[src/rtl/game_ctrl.sv]
// Space Invaders game sequencer: game state, wave count, BCD score and alien re-arm pulse.
// Optional high-score register enabled by defining GAME_CTRL_HIGH_SCORE_EN.
module game_ctrl #(
    parameter int unsigned MAX_WAVES      = 4,
    parameter int unsigned PAUSE_TICKS    = 8,
    parameter int unsigned POINTS_PER_HIT = 1
) (
    input  logic        Clk,
    input  logic        Reset,
    input  logic        Start,
    input  logic        Alien_Hit,
    input  logic        Aliens_Defeated,
    input  logic        Reached_Bottom,
    output logic [1:0]  Game_State,
    output logic        Game_Active,
    output logic        Aliens_Reset,
    output logic [3:0]  Wave,
    output logic [11:0] Score_BCD,
    output logic        Win,
    output logic        Lose,
    output logic [11:0] High_Score_BCD
);

    localparam int unsigned STATE_W = 2;
    localparam int unsigned WAVE_W  = 4;
    localparam int unsigned SCORE_W = 12;
    localparam int unsigned CNT_W   = 8;

    localparam logic [1:0] ST_IDLE       = 2'b00;
    localparam logic [1:0] ST_PLAY       = 2'b01;
    localparam logic [1:0] ST_WAVE_CLEAR = 2'b10;
    localparam logic [1:0] ST_OVER       = 2'b11;

    localparam logic [4:0]         PTS        = 5'(POINTS_PER_HIT);
    localparam logic [WAVE_W-1:0]  LAST_WAVE  = WAVE_W'(MAX_WAVES);
    localparam logic [CNT_W-1:0]   PAUSE_LOAD = CNT_W'(PAUSE_TICKS - 1);

    logic                 start_q;
    logic                 start_qq;
    logic                 start_rise;
    logic [STATE_W-1:0]   state;
    logic [STATE_W-1:0]   state_nxt;
    logic [CNT_W-1:0]     pause_cnt;
    logic [CNT_W-1:0]     pause_cnt_nxt;
    logic [WAVE_W-1:0]    wave_nxt;
    logic [SCORE_W-1:0]   score_nxt;
    logic                 win_nxt;
    logic                 lose_nxt;
    logic                 areset_nxt;

    // Saturating 3-digit BCD add of the per-hit point value
    function automatic logic [SCORE_W-1:0] bcd_add(input logic [SCORE_W-1:0] s);
        logic [4:0] d0;
        logic [4:0] d1;
        logic [4:0] d2;
        logic       c0;
        logic       c1;
        d0 = {1'b0, s[3:0]} + PTS;
        c0 = (d0 > 5'd9);
        if (c0) d0 = d0 - 5'd10;
        d1 = {1'b0, s[7:4]} + {4'b0000, c0};
        c1 = (d1 > 5'd9);
        if (c1) d1 = d1 - 5'd10;
        d2 = {1'b0, s[11:8]} + {4'b0000, c1};
        if (d2 > 5'd9) begin
            bcd_add = 12'h999;
        end else begin
            bcd_add = {d2[3:0], d1[3:0], d0[3:0]};
        end
    endfunction

    // Start is a slow asynchronous level: sample once, then edge-detect on the sampled copy
    assign start_rise = start_q & ~start_qq;
    assign Game_State = state;

    always_comb begin
        state_nxt     = state;
        pause_cnt_nxt = pause_cnt;
        wave_nxt      = Wave;
        score_nxt     = Score_BCD;
        win_nxt       = Win;
        lose_nxt      = Lose;
        areset_nxt    = 1'b0;

        if ((state == ST_PLAY) && Alien_Hit) begin
            score_nxt = bcd_add(Score_BCD);
        end

        case (state)
            ST_IDLE: begin
                if (start_rise) begin
                    state_nxt  = ST_PLAY;
                    score_nxt  = '0;
                    wave_nxt   = WAVE_W'(1);
                    win_nxt    = 1'b0;
                    lose_nxt   = 1'b0;
                    areset_nxt = 1'b1;
                end
            end
            ST_PLAY: begin
                if (Reached_Bottom) begin
                    state_nxt = ST_OVER;
                    lose_nxt  = 1'b1;
                end else if (Aliens_Defeated) begin
                    if (Wave == LAST_WAVE) begin
                        state_nxt = ST_OVER;
                        win_nxt   = 1'b1;
                    end else begin
                        state_nxt     = ST_WAVE_CLEAR;
                        pause_cnt_nxt = PAUSE_LOAD;
                    end
                end
            end
            ST_WAVE_CLEAR: begin
                if (pause_cnt == '0) begin
                    state_nxt  = ST_PLAY;
                    wave_nxt   = Wave + WAVE_W'(1);
                    areset_nxt = 1'b1;
                end else begin
                    pause_cnt_nxt = pause_cnt - CNT_W'(1);
                end
            end
            ST_OVER: begin
                if (!start_q) begin
                    state_nxt = ST_IDLE;
                end
            end
            default: begin
                state_nxt = ST_IDLE;
            end
        endcase
    end

    always_ff @(posedge Clk) begin
        if (Reset) begin
            start_q      <= 1'b1;
            start_qq     <= 1'b1;
            state        <= ST_IDLE;
            pause_cnt    <= '0;
            Wave         <= '0;
            Score_BCD    <= '0;
            Win          <= 1'b0;
            Lose         <= 1'b0;
            Aliens_Reset <= 1'b0;
            Game_Active  <= 1'b0;
        end else begin
            start_q      <= Start;
            start_qq     <= start_q;
            state        <= state_nxt;
            pause_cnt    <= pause_cnt_nxt;
            Wave         <= wave_nxt;
            Score_BCD    <= score_nxt;
            Win          <= win_nxt;
            Lose         <= lose_nxt;
            Aliens_Reset <= areset_nxt;
            Game_Active  <= (state_nxt == ST_PLAY);
        end
    end

`ifdef GAME_CTRL_HIGH_SCORE_EN
    logic [SCORE_W-1:0] high_q;

    // Captured with the final score, including a hit landing on the game-ending cycle
    always_ff @(posedge Clk) begin
        if (Reset) begin
            high_q <= '0;
        end else if ((state_nxt == ST_OVER) && (state != ST_OVER) && (score_nxt > high_q)) begin
            high_q <= score_nxt;
        end
    end

    assign High_Score_BCD = high_q;
`else
    assign High_Score_BCD = 12'h000;
`endif

endmodule

[config.mk]
export PLATFORM = sky130hd
export DESIGN_NAME = game_ctrl
export DESIGN_NICKNAME = d
export VERILOG_FILES = /design/src/rtl/game_ctrl.sv
export SDC_FILE = /design/constraint.sdc
export NUM_CORES = 1
export LEC_CHECK = 0
export ABC_AREA = 0
export CAP_MARGIN = 20
export CORE_UTILIZATION = 30
export DETAILED_ROUTE_END_ITERATION = 10
export PLACE_DENSITY = 0.53
export SLEW_MARGIN = 20
export SYNTH_ARGS = -nofsm -noshare
export SYNTH_HDL_FRONTEND = slang
export SYNTH_SLANG_ARGS = --single-unit
[constraint.sdc]
create_clock -name Clk -period 3.8 [get_ports Clk]
set_input_delay 1.14 -clock Clk [delete_from_list [all_inputs] [get_ports Clk]]
set_output_delay 1.14 -clock Clk [all_outputs]
set_load 0.005 [all_outputs]
==> impl_metrics.py <==
metrics = {
    "status": {
        "status": "finished clean",
    },
    "critical_path": {
        "crit_path_frequent_cell": "ha_4",
        "worstReg2RegEnd": "Score_BCD[9]",
        "crit_path_max_fanout": 5,
        "rr_worst_depth": 17,
        "crit_type": "flop to flop",
        "endpoint_kind": "flop",
        "cpLargestDelayFamily": "simple AND/OR/NAND/NOR gates",
        "crit_chain": "ha_4 -> xnor2_2 -> ha_2 -> nand2b_1 -> a21o_1 -> a221o_1 -> nor2_1 -> ha_2 -> ha_4 -> or2_2 -> a21oi_2 -> nor3_4 -> ha_4 -> and3_4 -> mux2_2 -> nand3b_1 -> a21oi_1",
        "cp.required_ps": 4010,
        "rr_startpoint": "Score_BCD[0]",
        "critPathBufInv": 0,
        "cp_slowest_cell": "a221o_1",
        "crit_cells": 17,
        "critical-path-max-stage-delay_ps": 380,
        "cp-start-kind": "flop",
        "worst_ep_arrival_time_ps": 3880,
        "r2r_slack_ps": 130,
    },
    "routing": {
        "drc": 0,
        "wl_per_cell_um": 12.7,
        "first_pass_iters": 4,
        "postRouteWirelength_um": 4540,
        "vias": 1750,
        "drtIter0Drc": 83,
        "via_per_inst": 4.92,
        "postRouteAntennaNets": 0,
    },
    "floorplanning": {
        "dieHeight_um": 83.7,
        "ios": 40,
        "initial_core_util_pct": 31.4,
        "placementRows": 29,
        "die_width_um": 83.7,
        "core-area_sq_um": 6390,
        "die_area_sq_um": 7010,
    },
    "sta": {
        "min_period_ps": 3670,
        "worst_hold_slack_ps": 480,
        "fin_ws_ps": 128,
        "clock.fmax_ghz": 0.272,
        "period_share_pct": 96.6,
        "relSlewSlack_pct": 57.6,
        "tightestPinTransition_ps": 633,
        "skew_ps": 4.02,
        "final-setup-viol-count": 0,
        "finalHoldViolCount": 0,
        "slew_violations": 0,
        "tns_ps": 0,
    },
    "cells_and_area": {
        "finalInstanceArea_sq_um": 2650,
        "final_nets": 297,
        "syn_to_final_growth_pct": 32.0,
        "antenna-diode-count": 0,
        "fill_cells": 647,
        "drive_gt1_share_pct": 22.6,
    },
    "logic_synthesis": {
        "yosysUniqueCellTypes": 54,
        "synth_common_cells": "dfxtp_1 (32), nor2_1 (23), a21oi_1 (15), buf_4 (15), inv_1 (14)",
        "ys.flop_type": "dfxtp_1",
        "synth_area_leader_cell": "dfxtp_1",
        "async_flop_share_pct": 0,
        "synth.area.top_cells": "dfxtp_1 (32%), ha_1 (7.5%), buf_4 (5.6%)",
        "synth_area_per_cell_sq_um": 8.39,
        "yosysWarnings": 0,
        "ys_seq_area_share_pct": 32.0,
        "netlist_instances": 239,
        "synth_top_area_share_pct": 32.0,
        "synth_area_sq_um": 2000,
        "synth_most_common_cell": "dfxtp_1",
        "synth_edf_count": 0,
        "synth_seq_cells": 32,
    },
    "placement": {
        "globalplace.congestion": 0.762,
        "postPlaceCellArea_sq_um": 2380,
        "dpl.hpwl_um": 3150,
        "port_buffers": 27,
        "dp_slack_ps": -44.9,
    },
    "clock_tree": {
        "htree_levels": 2,
        "clock_latency_ps": 270,
        "cts.reportedPaths.clkPinSlew_ps": 60,
        "cts_buffers": 5,
        "cts.sinks": 32,
        "hold_buffers": 0,
        "clk_path_buf_depth": 2,
        "cts-root-buf": "clkbuf_8",
        "cts_tree": "yes",
    },
    "global_route": {
        "antenna_found_initial": 0,
        "grt_pass1_wl_um": 7220,
        "grt_pass1_vias": 1543,
        "grt_max_degree": 16,
        "overflow": 0,
        "track_usage_pct": 12.7,
    },
    "flow_run": {
        "max_cap_violations": 0,
    },
    "worst_hold_path": {
        "min_path_cells": 2,
        "hp-start": "Win",
        "min_path_type": "flop to flop",
        "hold_end": "Win",
    },
    "pwr": {
        "total_leakage_power_nw": 0.952,
        "p_int_uw": 558,
        "swShare_pct": 24.7,
        "pwr-share-clk_pct": 37.7,
        "p_per_area_nw_per_um2": 280,
        "p_comb_share_pct": 13.7,
        "switchingPower_uw": 183,
        "vdd_drop_max_v": 0.000135,
        "power_frac_seq_pct": 48.6,
    },
}
## layout by cell type (no fill, tap or decap), types with 3 or more instances in the layout
cell,n
dfxtp_1,30
clkdlybuf4s50_1,27
nor2_1,23
buf_4,15
inv_1,12
a21oi_1,12
conb_1,12
nand2b_1,10
nand2_1,10
nand3_1,9
o21ai_0,8
xor2_1,7
nor3_1,7
clkbuf_8,7
a211oi_1,6
o21ai_1,5
ha_1,5
ha_4,5
a31oi_1,4
a21oi_2,4
xnor2_1,3
or2_2,3
nor2b_1,3
## layer usage
metal	GRT usage [%]	vias to the layer above	share of wire, %
met5	0	-	0
met4	3.70	0	0.84
met1	18.0	820	51
li1	-	888	-
met3	3.26	4	4.2
met2	18.8	38	44
## cells by family (layout without fill, tap and decap cells)
family                   after synthesis  count (layout)  share of synthesized area (%)
XOR/XNOR                              11              11                           4.81
AO/OA/AOI/OAI                         54              54                           18.3
other                                  1              12                          0.187
AND/OR/NAND/NOR                       92              92                           26.8
multiplexers                           1               1                          0.562
buffers and inverters                 36              65                           9.92
adder cells (fa/ha/maj)               12              12                           7.49
flip-flops                            32              32                           32.0
## worst max path at each step
stage	from	endpoint	slack [ps]
after floorplan	Score_BCD[0]	Score_BCD[2]	10
after detailed placement	Score_BCD[0]	Score_BCD[5]	-40
after CTS	Score_BCD[0]	Score_BCD[7]	1
after global routing	Score_BCD[0]	Score_BCD[10]	-80
after global placement	Score_BCD[0]	Score_BCD[6]	-20
final	Score_BCD[0]	Score_BCD[9]	130
## metrics by stage
| step | std cells | power, mW | util (%) |
|---|---|---|---|
| 2_1_floorplan | 250 | 0.433 | - |
| 3_3_place_gp | 346 | 0.461 | 37.2 |
| 3_5_place_dp | 346 | 0.461 | 37.2 |
| 4_1_cts | 353 | 0.747 | 39.1 |
| 5_1_grt | 356 | 0.781 | 41.4 |
| 6_report | 356 | 0.741 | 41.4 |
## power by group through the flow
stage                     clock, mW  sequential [mW]  combinational [mW]
after floorplan                   0            0.362              0.0709
after detailed placement          0            0.367              0.0939
final                         0.280            0.360               0.102
after global placement            0            0.367              0.0936
after CTS                     0.291            0.360              0.0956
after global routing          0.305            0.362               0.114
## state kept, by name (all words and copies together), names as in the netlist
signal / count
Score_BCD: 12
pause_cnt: 8
Wave: 4
Game_State: 2
Aliens_Reset: 1
Game_Active: 1
Lose: 1
Win: 1
start_q: 1
start_qq: 1
## worst register-to-register path, stage by stage, from the launching register on
cell and delay, ps:
dfxtp_4 360, ha_4 170, xnor2_2 180, ha_2 190, nand2b_1 80, a21o_1 200, a221o_1 380, nor2_1 130
ha_2 230, ha_4 180, or2_2 140, a21oi_2 70, nor3_4 250, ha_4 190, and3_4 200, mux2_2 350
nand3b_1 170, a21oi_1 130
## final cells by class
cell class	instances	area [sq um]	share of cell area, %
clock buffer	7	96.3	3.64
inverter	14	52.6	1.99
multi-input combinational	182	1350	51.0
sequential	32	646	24.4
tap	77	96.3	3.64
timing repair buffer	44	405	15.3
## timing repair
| action | CTS | global route |
|---|---|---|
| endpoints found under the setup margin | 10 | 12 |
| setup buffers | 0 | 5 |
| pin swaps | 3 | 12 |
| resized for setup | 8 | 25 |
| gates cloned | 0 | 0 |
No activity file was read; power rests on OpenSTA's default activity.
